$ cat config.mk
export PLATFORM = sky130hd
export DESIGN_NAME = decode_pipeline
export DESIGN_NICKNAME = d
export VERILOG_FILES = /design/src/rtl/decode_pipeline.sv
export SDC_FILE = /design/constraint.sdc
export NUM_CORES = 1
export LEC_CHECK = 0
export BUFFER_PORTS_ARGS = -buffer_cell sky130_fd_sc_hd__buf_2
export CAP_MARGIN = 5
export CORE_MARGIN = 4
export CORE_UTILIZATION = 48
export CTS_BUF_LIST = sky130_fd_sc_hd__clkbuf_2 sky130_fd_sc_hd__clkbuf_4 sky130_fd_sc_hd__clkbuf_8
export DETAILED_ROUTE_END_ITERATION = 10
export PLACE_DENSITY = 0.94
export SYNTH_ARGS = -nofsm -noshare
export SYNTH_HDL_FRONTEND = slang
export SYNTH_SLANG_ARGS = --single-unit
$ cat constraint.sdc
create_clock -name clk -period 3.5 [get_ports clk]
set_input_delay 0.35 -clock clk [delete_from_list [all_inputs] [get_ports clk]]
set_output_delay 0.35 -clock clk [all_outputs]
set_load 0.02 [all_outputs]
$ cat src/rtl/decode_pipeline.sv
// ID/EX decode stage: decodes a small MIPS subset into a registered EX payload and
// raises a one-cycle stall on a load-use hazard against the instruction already in EX.
module decode_pipeline (
  input  logic        clk,
  input  logic        reset,
  input  logic [31:0] instr,
  input  logic        if_valid,
  input  logic [31:0] rs_data,
  input  logic [31:0] rt_data,
  input  logic        flush,
  output logic        stall,
  output logic        ex_valid,
  output logic [1:0]  ex_aluOP,
  output logic [5:0]  ex_sel,
  output logic [31:0] ex_a,
  output logic [31:0] ex_b,
  output logic [4:0]  ex_dst,
  output logic        ex_regWrite,
  output logic        ex_memRead,
  output logic        ex_memWrite,
  output logic        illegal,
  output logic [15:0] stall_count
);

  localparam logic [5:0] OpRtype = 6'b000000;
  localparam logic [5:0] OpLw    = 6'b100011;
  localparam logic [5:0] OpSw    = 6'b101011;
  localparam logic [5:0] OpBeq   = 6'b000100;
  localparam logic [5:0] OpAddi  = 6'b001000;

  logic [5:0]  opcode;
  logic [4:0]  rs, rt, rd;
  logic [31:0] imm;

  assign opcode = instr[31:26];
  assign rs     = instr[25:21];
  assign rt     = instr[20:16];
  assign rd     = instr[15:11];
  assign imm    = {{16{instr[15]}}, instr[15:0]};

  logic        dec_legal, dec_reads_rt;
  logic [1:0]  dec_aluop;
  logic [31:0] dec_a, dec_b;
  logic [4:0]  dec_dst;
  logic        dec_regwrite, dec_memread, dec_memwrite;

  always_comb begin
    dec_legal    = 1'b1;
    dec_reads_rt = 1'b0;
    dec_aluop    = 2'b00;
    dec_a        = rs_data;
    dec_b        = imm;
    dec_dst      = 5'd0;
    dec_regwrite = 1'b0;
    dec_memread  = 1'b0;
    dec_memwrite = 1'b0;
    unique case (opcode)
      OpRtype: begin
        dec_reads_rt = 1'b1;
        dec_aluop    = 2'b10;
        dec_b        = rt_data;
        dec_dst      = rd;
        dec_regwrite = 1'b1;
      end
      OpLw: begin
        dec_dst      = rt;
        dec_memread  = 1'b1;
        dec_regwrite = 1'b1;
      end
      OpSw: begin
        dec_reads_rt = 1'b1;
        dec_memwrite = 1'b1;
      end
      OpBeq: begin
        dec_reads_rt = 1'b1;
        dec_aluop    = 2'b01;
        dec_b        = rt_data;
      end
      OpAddi: begin
        dec_aluop    = 2'b11;
        dec_dst      = rt;
        dec_regwrite = 1'b1;
      end
      default: dec_legal = 1'b0;
    endcase
  end

  logic        ex_valid_q, ex_regwrite_q, ex_memread_q, ex_memwrite_q, illegal_q;
  logic [1:0]  ex_aluop_q;
  logic [5:0]  ex_sel_q;
  logic [31:0] ex_a_q, ex_b_q;
  logic [4:0]  ex_dst_q;
  logic [15:0] stall_count_q;

  logic hazard, live, issue;

  // A load into $0 never produces a value worth waiting for.
  assign hazard = ex_valid_q && ex_memread_q && (ex_dst_q != 5'd0) &&
                  ((ex_dst_q == rs) || (dec_reads_rt && (ex_dst_q == rt)));
  assign live   = if_valid && !flush;
  assign stall  = !reset && live && hazard;
  assign issue  = live && !stall && dec_legal;

  always_ff @(posedge clk) begin
    if (reset) begin
      ex_valid_q    <= 1'b0;
      ex_aluop_q    <= 2'b00;
      ex_sel_q      <= 6'd0;
      ex_a_q        <= 32'd0;
      ex_b_q        <= 32'd0;
      ex_dst_q      <= 5'd0;
      ex_regwrite_q <= 1'b0;
      ex_memread_q  <= 1'b0;
      ex_memwrite_q <= 1'b0;
      illegal_q     <= 1'b0;
      stall_count_q <= 16'd0;
    end else begin
      ex_valid_q    <= issue;
      ex_aluop_q    <= dec_aluop;
      ex_sel_q      <= instr[5:0];
      ex_a_q        <= dec_a;
      ex_b_q        <= dec_b;
      ex_dst_q      <= dec_dst;
      ex_regwrite_q <= issue && dec_regwrite;
      ex_memread_q  <= issue && dec_memread;
      ex_memwrite_q <= issue && dec_memwrite;
      // A stalled instruction is re-presented, so it is flagged on its retry only.
      illegal_q     <= live && !stall && !dec_legal;
      if (stall && (stall_count_q != 16'hFFFF)) begin
        stall_count_q <= stall_count_q + 16'd1;
      end
    end
  end

  assign ex_valid    = ex_valid_q;
  assign ex_aluOP    = ex_aluop_q;
  assign ex_sel      = ex_sel_q;
  assign ex_a        = ex_a_q;
  assign ex_b        = ex_b_q;
  assign ex_dst      = ex_dst_q;
  assign ex_regWrite = ex_regwrite_q;
  assign ex_memRead  = ex_memread_q;
  assign ex_memWrite = ex_memwrite_q;
  assign illegal     = illegal_q;
  assign stall_count = stall_count_q;

endmodule

==> flow_summary.yaml, run 1 <==
run_status:
  status: "completed"
floorplanning:
  core_um2: 6870
  initial_core_util: 0.501
  core.rowCount: 30
  die_width_um: 92.7
  dieArea_um2: 8600
  fp.dieH_um: 92.7
  pin_count: 199
sta:
  period_needed_ps: 2230
  worst_pin_slew_ps: 839
  slew_violations: 0
  setup_viol: 0
  fmax_ghz: 0.448
  rsz0062_at_grt: "no"
  slew_headroom: 0.441
  finalHoldViolCount: 0
  fin_setup_tns_ps: 0
  hold_ws_ps: 169
  fin_crit_sh: 0.638
  skew_ps: 6.87
final_layout:
  seq_area_um2: 1960
  syn_to_final_growth_pct: 36.9
  design_area_um2: 4710
  num-fill-cells: 557
  diodes: 0
  nets: 660
  multi_input_area_um2: 1370
  drive_above_1_share: 0.397
logic_synthesis:
  synth.largest_area_cell: "dfxtp_1"
  yosysWarnings: 0
  synth_cell_types: 39
  ys_ff_latch: 98
  synth_top_area_frac: 0.570
  synth_flop_cell: "dfxtp_1"
  synth_edf_count: 0
  synth_area_leaders: "dfxtp_1, nor2b_1, a21oi_1"
  syn_area_um2: 3440
  synthArstFlopShare: 0
  syn_nets: 470
  synth.avg_cell_area_um2: 9.33
  syn_inst: 369
  synthTopCellsByCount: "dfxtp_1, a21oi_1, nor2b_1"
  synth_seq_area_share: 0.570
  synth.most_common_cell: "dfxtp_1"
critical_path:
  required_ps: 3150
  cp.arrival_ps: 1880
  start_kind: "register"
  critical_path_class: "reg -> out"
  crit_path_end_kind: "primary output"
  path_max_fanout: 4
  r2r_slack_ps: 1290
placed_design:
  dp_hpwl_um: 8000
  port_buffers: 198
  gp_congestion: 0.842
  postPlaceCellArea_um2: 4480
clock_network:
  cts_inserted_buffers: 9
  root_buffer: "clkbuf_8"
  cts_resized: 0
  path_clk_slew_ps: 90
  clock_latency_ps: 350
  numClockSinks: 98
  tritoncts: "done"
  cts_max_path_buffers: 2
  postCtsSetupBuffers: 0
  htreeDepth: 3
  ctsHoldBuffers: 0
global_route:
  overflow: 0
  grt_pass1_vias: 3190
  track_usage: 0.230
  grt_max_degree: 53
  antenna_found_initial: 0
  grt_pass1_wl_um: 15600
routing:
  drc_errors: 0
  wire_per_inst_um: 15.3
  via_per_inst: 4.92
  ant_nets: 0
  wl_um: 10100
  vias: 3244
  drtIter0Drc: 126
  first_pass_iters: 4
power_and_ir_drop:
  peakVddDrop_uv: 307
  p_per_area_nw_per_um2: 476
  p_leak_uw: 0.00223
worst_hold_path:
  hold_class: "in -> reg"
job:
  maxCapViolCount: 0
[report_power, final]
| part | total [µW] | switching, µW | internal [µW] |
|---|---|---|---|
| sequential | 1170 | 12.2 | 1160 |
| combinational | 247 | 146 | 101 |
| clock | 824 | 393 | 431 |
[cell type report]
cell class / count / share of cell area
Clock buffer: 10 / 0.0292
Clock inverter: 6 / 0.0204
Inverter: 5 / 0.00398
Multi-Input combinational cell: 244 / 0.290
Sequential cell: 98 / 0.416
Tap cell: 96 / 0.0255
Timing Repair Buffer: 201 / 0.215
[final timing paths]
check,to,cells after the start,startpoint
hold reg to reg,stall_count[15]$_SDFFE_PP0P_,2,stall_count[15]$_SDFFE_PP0P_
hold / removal,ex_regWrite$_SDFF_PP0_,2,flush
setup / recovery,stall,4,ex_dst[1]$_SDFF_PP0_
setup reg to reg,stall_count[1]$_SDFFE_PP0P_,7,stall_count[0]$_SDFFE_PP0P_
[metal layers]
metal / part of all wire / track usage / vias up
li1: - / - / 1613
met1: 0.39 / 0.257 / 1489
met2: 0.52 / 0.413 / 127
met3: 0.078 / 0.0739 / 15
met4: 0.014 / 0.0733 / 0
met5: 0 / 0 / -
[worst max-delay path, cell delays in order, from the launching register on]
cell	delay [ps]
dfxtp_1	360
or4_1	550
o2111ai_1	330
nor2_1	120
buf_2	180
[sequential cells by signal (all words and copies together), names as in the netlist]
signal,flops
ex_a,32
ex_b,32
stall_count,16
ex_sel,6
ex_dst,5
ex_aluOP,2
ex_memRead,1
ex_memWrite,1
ex_regWrite,1
ex_valid,1
illegal,1
[through the flow]
| step | total power, µW | std cells | worst slack, ps | util |
|---|---|---|---|---|
| after floorplan | 1330 | 369 | 1360 | - |
| after global placement | 1440 | 644 | 1060 | 0.652 |
| after detailed placement | 1450 | 644 | 909 | 0.652 |
| after CTS | 2260 | 660 | 1220 | 0.686 |
| after global routing | 2330 | 660 | 1010 | 0.686 |
| final | 2240 | 660 | 1270 | 0.686 |
[cell families after synthesis]
group                    synth area share
multiplexers                      0.00944
AO/OA/AOI/OAI                       0.112
adder cells (fa/ha/maj)           0.00363
XOR/XNOR                           0.0305
AND/OR/NAND/NOR                     0.240
flip-flops                          0.570
buffers and inverters              0.0345
[cell usage in the layout (no fill, tap or decap), drive strengths merged, types with 7 or more instances in the layout]
master,Yosys,final
a21oi,45,45
nor2,38,38
xnor2,8,8
nand3,7,7
nor2b,39,39
or3,11,11
buf,4,201
inv,5,7
o21ai,12,12
clkbuf,18,10
dfxtp,98,98
nand2,37,37
Note: power is estimated with default switching activity, not from simulation.
==> run 2, diff against run 1 <==
Settings changed: CORE_UTILIZATION 48 to 41, PLACE_DENSITY 0.94 to 0.86.
Clock period 3.5 ns to 1.8 ns, I/O delays scaled along.
==> run 2 against run 1 <==
Net effect: the flow now finishes with violations (setup timing); worst setup slack got worse by 1400 ps; non-clock buffer count grew 35; register-to-register slack got worse by 1400 ps; die area up 16%; combinational power increased by 100%; clock-buffer cell count grew 1; global-route usage down 3.3 points; sequential power grew 95%; wire length is 0.70% lower; critical path depth rose by 2.
==> flow_summary.yaml, run 2 (same netlist as run 1, synthesis figures left out) <==
run_status:
  status: "finished with violations"
  violations: "setup timing"
power_and_ir_drop:
  p_leak_uw: 0.00245
  clockPowerShare: 0.360
  p_comb_frac: 0.115
  p_total_uw: 4340
  internal_power_uw: 3300
  p_per_area_nw_per_um2: 832
  p_seq_frac: 0.524
  swShare: 0.240
  peakVddDrop_uv: 473
  power.switching_uw: 1040
clock_network:
  htreeDepth: 3
  cts_max_path_buffers: 2
  tritoncts: "done"
  clock_latency_ps: 350
  root_buffer: "clkbuf_8"
  path_clk_slew_ps: 90
  cts_inserted_buffers: 9
  numClockSinks: 98
critical_path:
  critical_path_class: "reg -> reg"
  start_kind: "register"
  crit_path_end_kind: "register"
  path_cells: "or4_4, o2111ai_4, nand4bb_1, o31a_1, nor4_1, mux2_1"
  required_ps: 2040
  critPathSlowestCell: "or4_4"
  path_max_fanout: 4
  cp_slowest_stage_delay_ps: 540
  cp.arrival_ps: 2190
routing:
  first_pass_iters: 4
  wire_per_inst_um: 14.2
  vias: 3366
  ant_nets: 0
  wl_um: 10000
  drc_errors: 0
  drtIter0Drc: 116
  via_per_inst: 4.78
final_layout:
  postLayoutCoreUtil: 0.638
  design_area_um2: 5220
  layout_common_cells: "buf_2, dfxtp_1, nor2b_1"
  diodes: 0
  final_common_cell: "buf_2"
  drive_above_1_share: 0.503
  syn_to_final_growth_pct: 51.4
  nets: 696
global_route:
  grt_pass1_vias: 3383
  track_usage: 0.197
  grt_max_degree: 91
  overflow: 0
  grt_pass1_wl_um: 15600
  antenna_found_initial: 0
sta:
  period_needed_ps: 1940
  setup_viol: 19
  slew_headroom: 0.390
  fin_ws_ps: -141
  skew_ps: 8.36
  slew_violations: 0
  finalHoldViolCount: 0
  fin_crit_sh: 1.08
  rsz0062_at_grt: "yes"
  hold_ws_ps: 30.8
  fmax_ghz: 0.515
  worst_pin_slew_ps: 915
floorplanning:
  core.rowCount: 33
  fp.dieH_um: 99.7
  core_um2: 8180
  pin_count: 199
  die_width_um: 99.7
  initial_core_util: 0.421
  dieArea_um2: 9930
placed_design:
  dp_hpwl_um: 7510
  port_buffers: 198
  postPlaceCellArea_um2: 4810
  dp_slack_ps: -374
  gp_congestion: 0.848
worst_hold_path:
  hold_class: "in -> reg"
job:
  maxCapViolCount: 0
run 2: changes by cell type in the layout (fill, tap and decap cells not counted), sizes merged:
| cell | change |
|---|---|
| o21ai | +1 |
| clkbuf | +1 |
| inv | -2 |
| dlygate4sd3 | +1 |
| buf | +34 |
run 2: worst max-delay path: cells and delay by family, from the launching register on:
| kind | cells | cell delay, ps |
|---|---|---|
| simple gates | 3 | 770 |
| compound gates | 2 | 440 |
| flops | 1 | 330 |
| mux | 1 | 300 |
run 2: routing by layer:
layer	up-vias	wire length, µm	GRT usage
li1	1682	-	-
met1	1554	3680	0.217
met2	116	5420	0.359
met3	14	752	0.0624
met4	0	166	0.0599
met5	-	0	0
run 2: cell type report:
class,count,area (µm²)
Inverter,5,18.8
Clock buffer,11,145
Fill cell,728,2960
Clock inverter,4,76.3
Multi-Input combinational cell,245,1550
Sequential cell,98,1970
Timing Repair Buffer,236,1320
Tap cell,105,131
run 2: stage by stage:
stage,TNS [ps],instances
after global routing,-3940,704
after floorplan,-2080,369
after detailed placement,-6650,685
after global placement,-5220,685
final,-1600,704
after CTS,-1730,703
run 2: power by group through the flow:
stage	sequential [µW]	clock (µW)	combinational [µW]
2_1_floorplan	2440	0	149
5_1_grt	2280	1700	547
6_report	2280	1560	500
3_5_place_dp	2330	0	494
3_3_place_gp	2320	0	481
4_1_cts	2280	1610	499
run 2: path summary, 6_finish.rpt:
check / depth (start not counted) / slack, ps / to / from
worst max-delay path: 6 / -140 / stall_count[13]$_SDFFE_PP0P_ / ex_dst[1]$_SDFF_PP0_
worst min-delay path: 2 / 30 / ex_a[9]$_SDFF_PP0_ / rs_data[9]
worst max register to register: 6 / -140 / stall_count[13]$_SDFFE_PP0P_ / ex_dst[1]$_SDFF_PP0_
worst min register to register: 2 / 540 / stall_count[1]$_SDFFE_PP0P_ / stall_count[1]$_SDFFE_PP0P_
run 2: timing repair:
action	4_1_cts	5_1_grt
cloned	0	1
pin swaps	8	11
buffers inserted	2	0
setup endpoints to repair	20	21
hold buffers	1	0
resized for setup	12	22
endpoints found under the hold margin	1	0
==> run 3, diff against run 2 <==
Settings changed: CAP_MARGIN 5 to not set, PLACE_DENSITY 0.86 to 0.77.
==> run 3 against run 2 <==
Net effect: sequential cell count did not move; largest power group unchanged; clock-buffer cell count fell by 2; the flow still finishes with violations (setup timing); critical path type unchanged; utilization rose by 1.1 points.
==> flow_summary.yaml, run 3 (same netlist as run 1, synthesis figures left out) <==
power_and_ir_drop:
  p_seq_frac: 0.522
  clockPowerShare: 0.360
  internal_power_uw: 3270
  p_comb_frac: 0.117
  p_leak_uw: 0.00249
  p_total_uw: 4350
  p_per_area_nw_per_um2: 820
  power.switching_uw: 1080
  swShare: 0.249
  peakVddDrop_uv: 402
placed_design:
  postPlaceCellArea_um2: 4810
  port_buffers: 198
  gp_congestion: 0.831
  dp_hpwl_um: 7530
global_route:
  antenna_found_initial: 0
  grt_pass1_vias: 3441
  grt_pass1_wl_um: 15900
  grt_max_degree: 91
  track_usage: 0.199
  overflow: 0
routing:
  vias: 3460
  wl_um: 10100
  ant_nets: 0
  drtIter0Drc: 64
  drc_errors: 0
  via_per_inst: 4.86
  wire_per_inst_um: 14.3
  first_pass_iters: 4
sta:
  fmax_ghz: 0.488
  worst_pin_slew_ps: 904
  rsz0062_at_grt: "yes"
  skew_ps: 9.28
  slew_violations: 0
  period_needed_ps: 2050
  slew_headroom: 0.397
  fin_ws_ps: -248
  finalHoldViolCount: 0
  setup_viol: 21
  fin_crit_sh: 1.14
critical_path:
  setup.worst_path.end: "ex_memWrite$_SDFF_PP0_"
  cp.arrival_ps: 2310
  start_kind: "register"
  critical_path_class: "reg -> reg"
  crit-reg2reg-launch: "ex_dst[4]$_SDFF_PP0_"
  required_ps: 2070
  reg2reg_to: "ex_memWrite$_SDFF_PP0_"
  crit_path_end_kind: "register"
  critPathLaunch: "ex_dst[4]$_SDFF_PP0_"
  path_max_fanout: 4
  r2r_cells: 6
  r2r_slack_ps: -250
worst_hold_path:
  min_from: "rs_data[14]"
  hold_class: "in -> reg"
final_layout:
  syn_to_final_growth_pct: 54.1
  layout_common_cells: "buf_2, dfxtp_1, nor2b_1"
  num-fill-cells: 709
  design_area_um2: 5310
  final_common_cell: "buf_2"
  drive_above_1_share: 0.517
  diodes: 0
  nets: 703
clock_network:
  numClockSinks: 98
  cts_max_path_buffers: 2
  clock_latency_ps: 350
  htreeDepth: 3
  root_buffer: "clkbuf_8"
  cts_inserted_buffers: 9
  tritoncts: "done"
  path_clk_slew_ps: 100
floorplanning:
  die_width_um: 99.7
  dieArea_um2: 9930
  pin_count: 199
  initial_core_util: 0.421
  core_um2: 8180
  core.rowCount: 33
  fp.dieH_um: 99.7
job:
  maxCapViolCount: 0
run_status:
  status: "finished with violations"
  violations: "setup timing"
## run 3: area by class of cell
cell class,count,area (µm²),area share
Tap cell,105,131,0.0248
Sequential cell,98,1980,0.373
Clock buffer,9,124,0.0233
Inverter,5,18.8,0.00354
Clock inverter,7,98.8,0.0186
Multi-Input combinational cell,245,1590,0.299
Timing Repair Buffer,243,1370,0.258
## run 3: per-stage QoR
| stage | utilization | setup TNS (ps) | setup slack [ps] | hold slack [ps] | std cells |
|---|---|---|---|---|---|
| floorplan | - | -2080 | -140 | 257 | 369 |
| global placement | 0.589 | -5320 | -307 | 365 | 686 |
| detailed placement | 0.589 | -6510 | -348 | 370 | 686 |
| CTS | 0.637 | -2590 | -200 | 3.85 | 710 |
| global route | 0.649 | -4820 | -300 | 2.81 | 712 |
| finish | 0.649 | -3270 | -248 | 25.0 | 712 |
## run 3: how the worst min path moves through the flow
stage               cells after the start  slack, ps                endpoint
CTS                                     2          4      ex_a[2]$_SDFF_PP0_
floorplan                               1        260  ex_regWrite$_SDFF_PP0_
global route                            2          3     ex_a[22]$_SDFF_PP0_
detailed placement                      2        370  ex_regWrite$_SDFF_PP0_
global placement                        2        360  ex_regWrite$_SDFF_PP0_
finish                                  2         20     ex_a[14]$_SDFF_PP0_
## run 3: repair_timing
item	in CTS	in global routing
buffers inserted	6	1
gates cloned	1	0
gates resized for setup	25	18
endpoints found under the hold margin	1	1
endpoints found under the setup margin	21	22
pin swaps	10	17
hold buffers	1	1
## run 3: per-layer routing
layer	track usage	vias up	share of wire
met3	0.0708	17	0.083
met2	0.359	144	0.52
li1	-	1706	-
met5	0	-	0
met4	0.0620	0	0.018
met1	0.216	1593	0.38
## run 3: power by group through the flow
stage	registers (µW)	clock network [µW]	logic, µW
final	2270	1570	510
after global routing	2280	1700	555
after CTS	2270	1610	503
after detailed placement	2330	0	496
after global placement	2320	0	485
after floorplan	2440	0	149
## run 3: worst max-delay path, cell delays in order (launching register included)
cell	delay [ps]
dfxtp_2	340
or4_4	540
o2111ai_4	240
nand4bb_1	150
o31a_1	270
nand2_2	160
nor4b_4	270
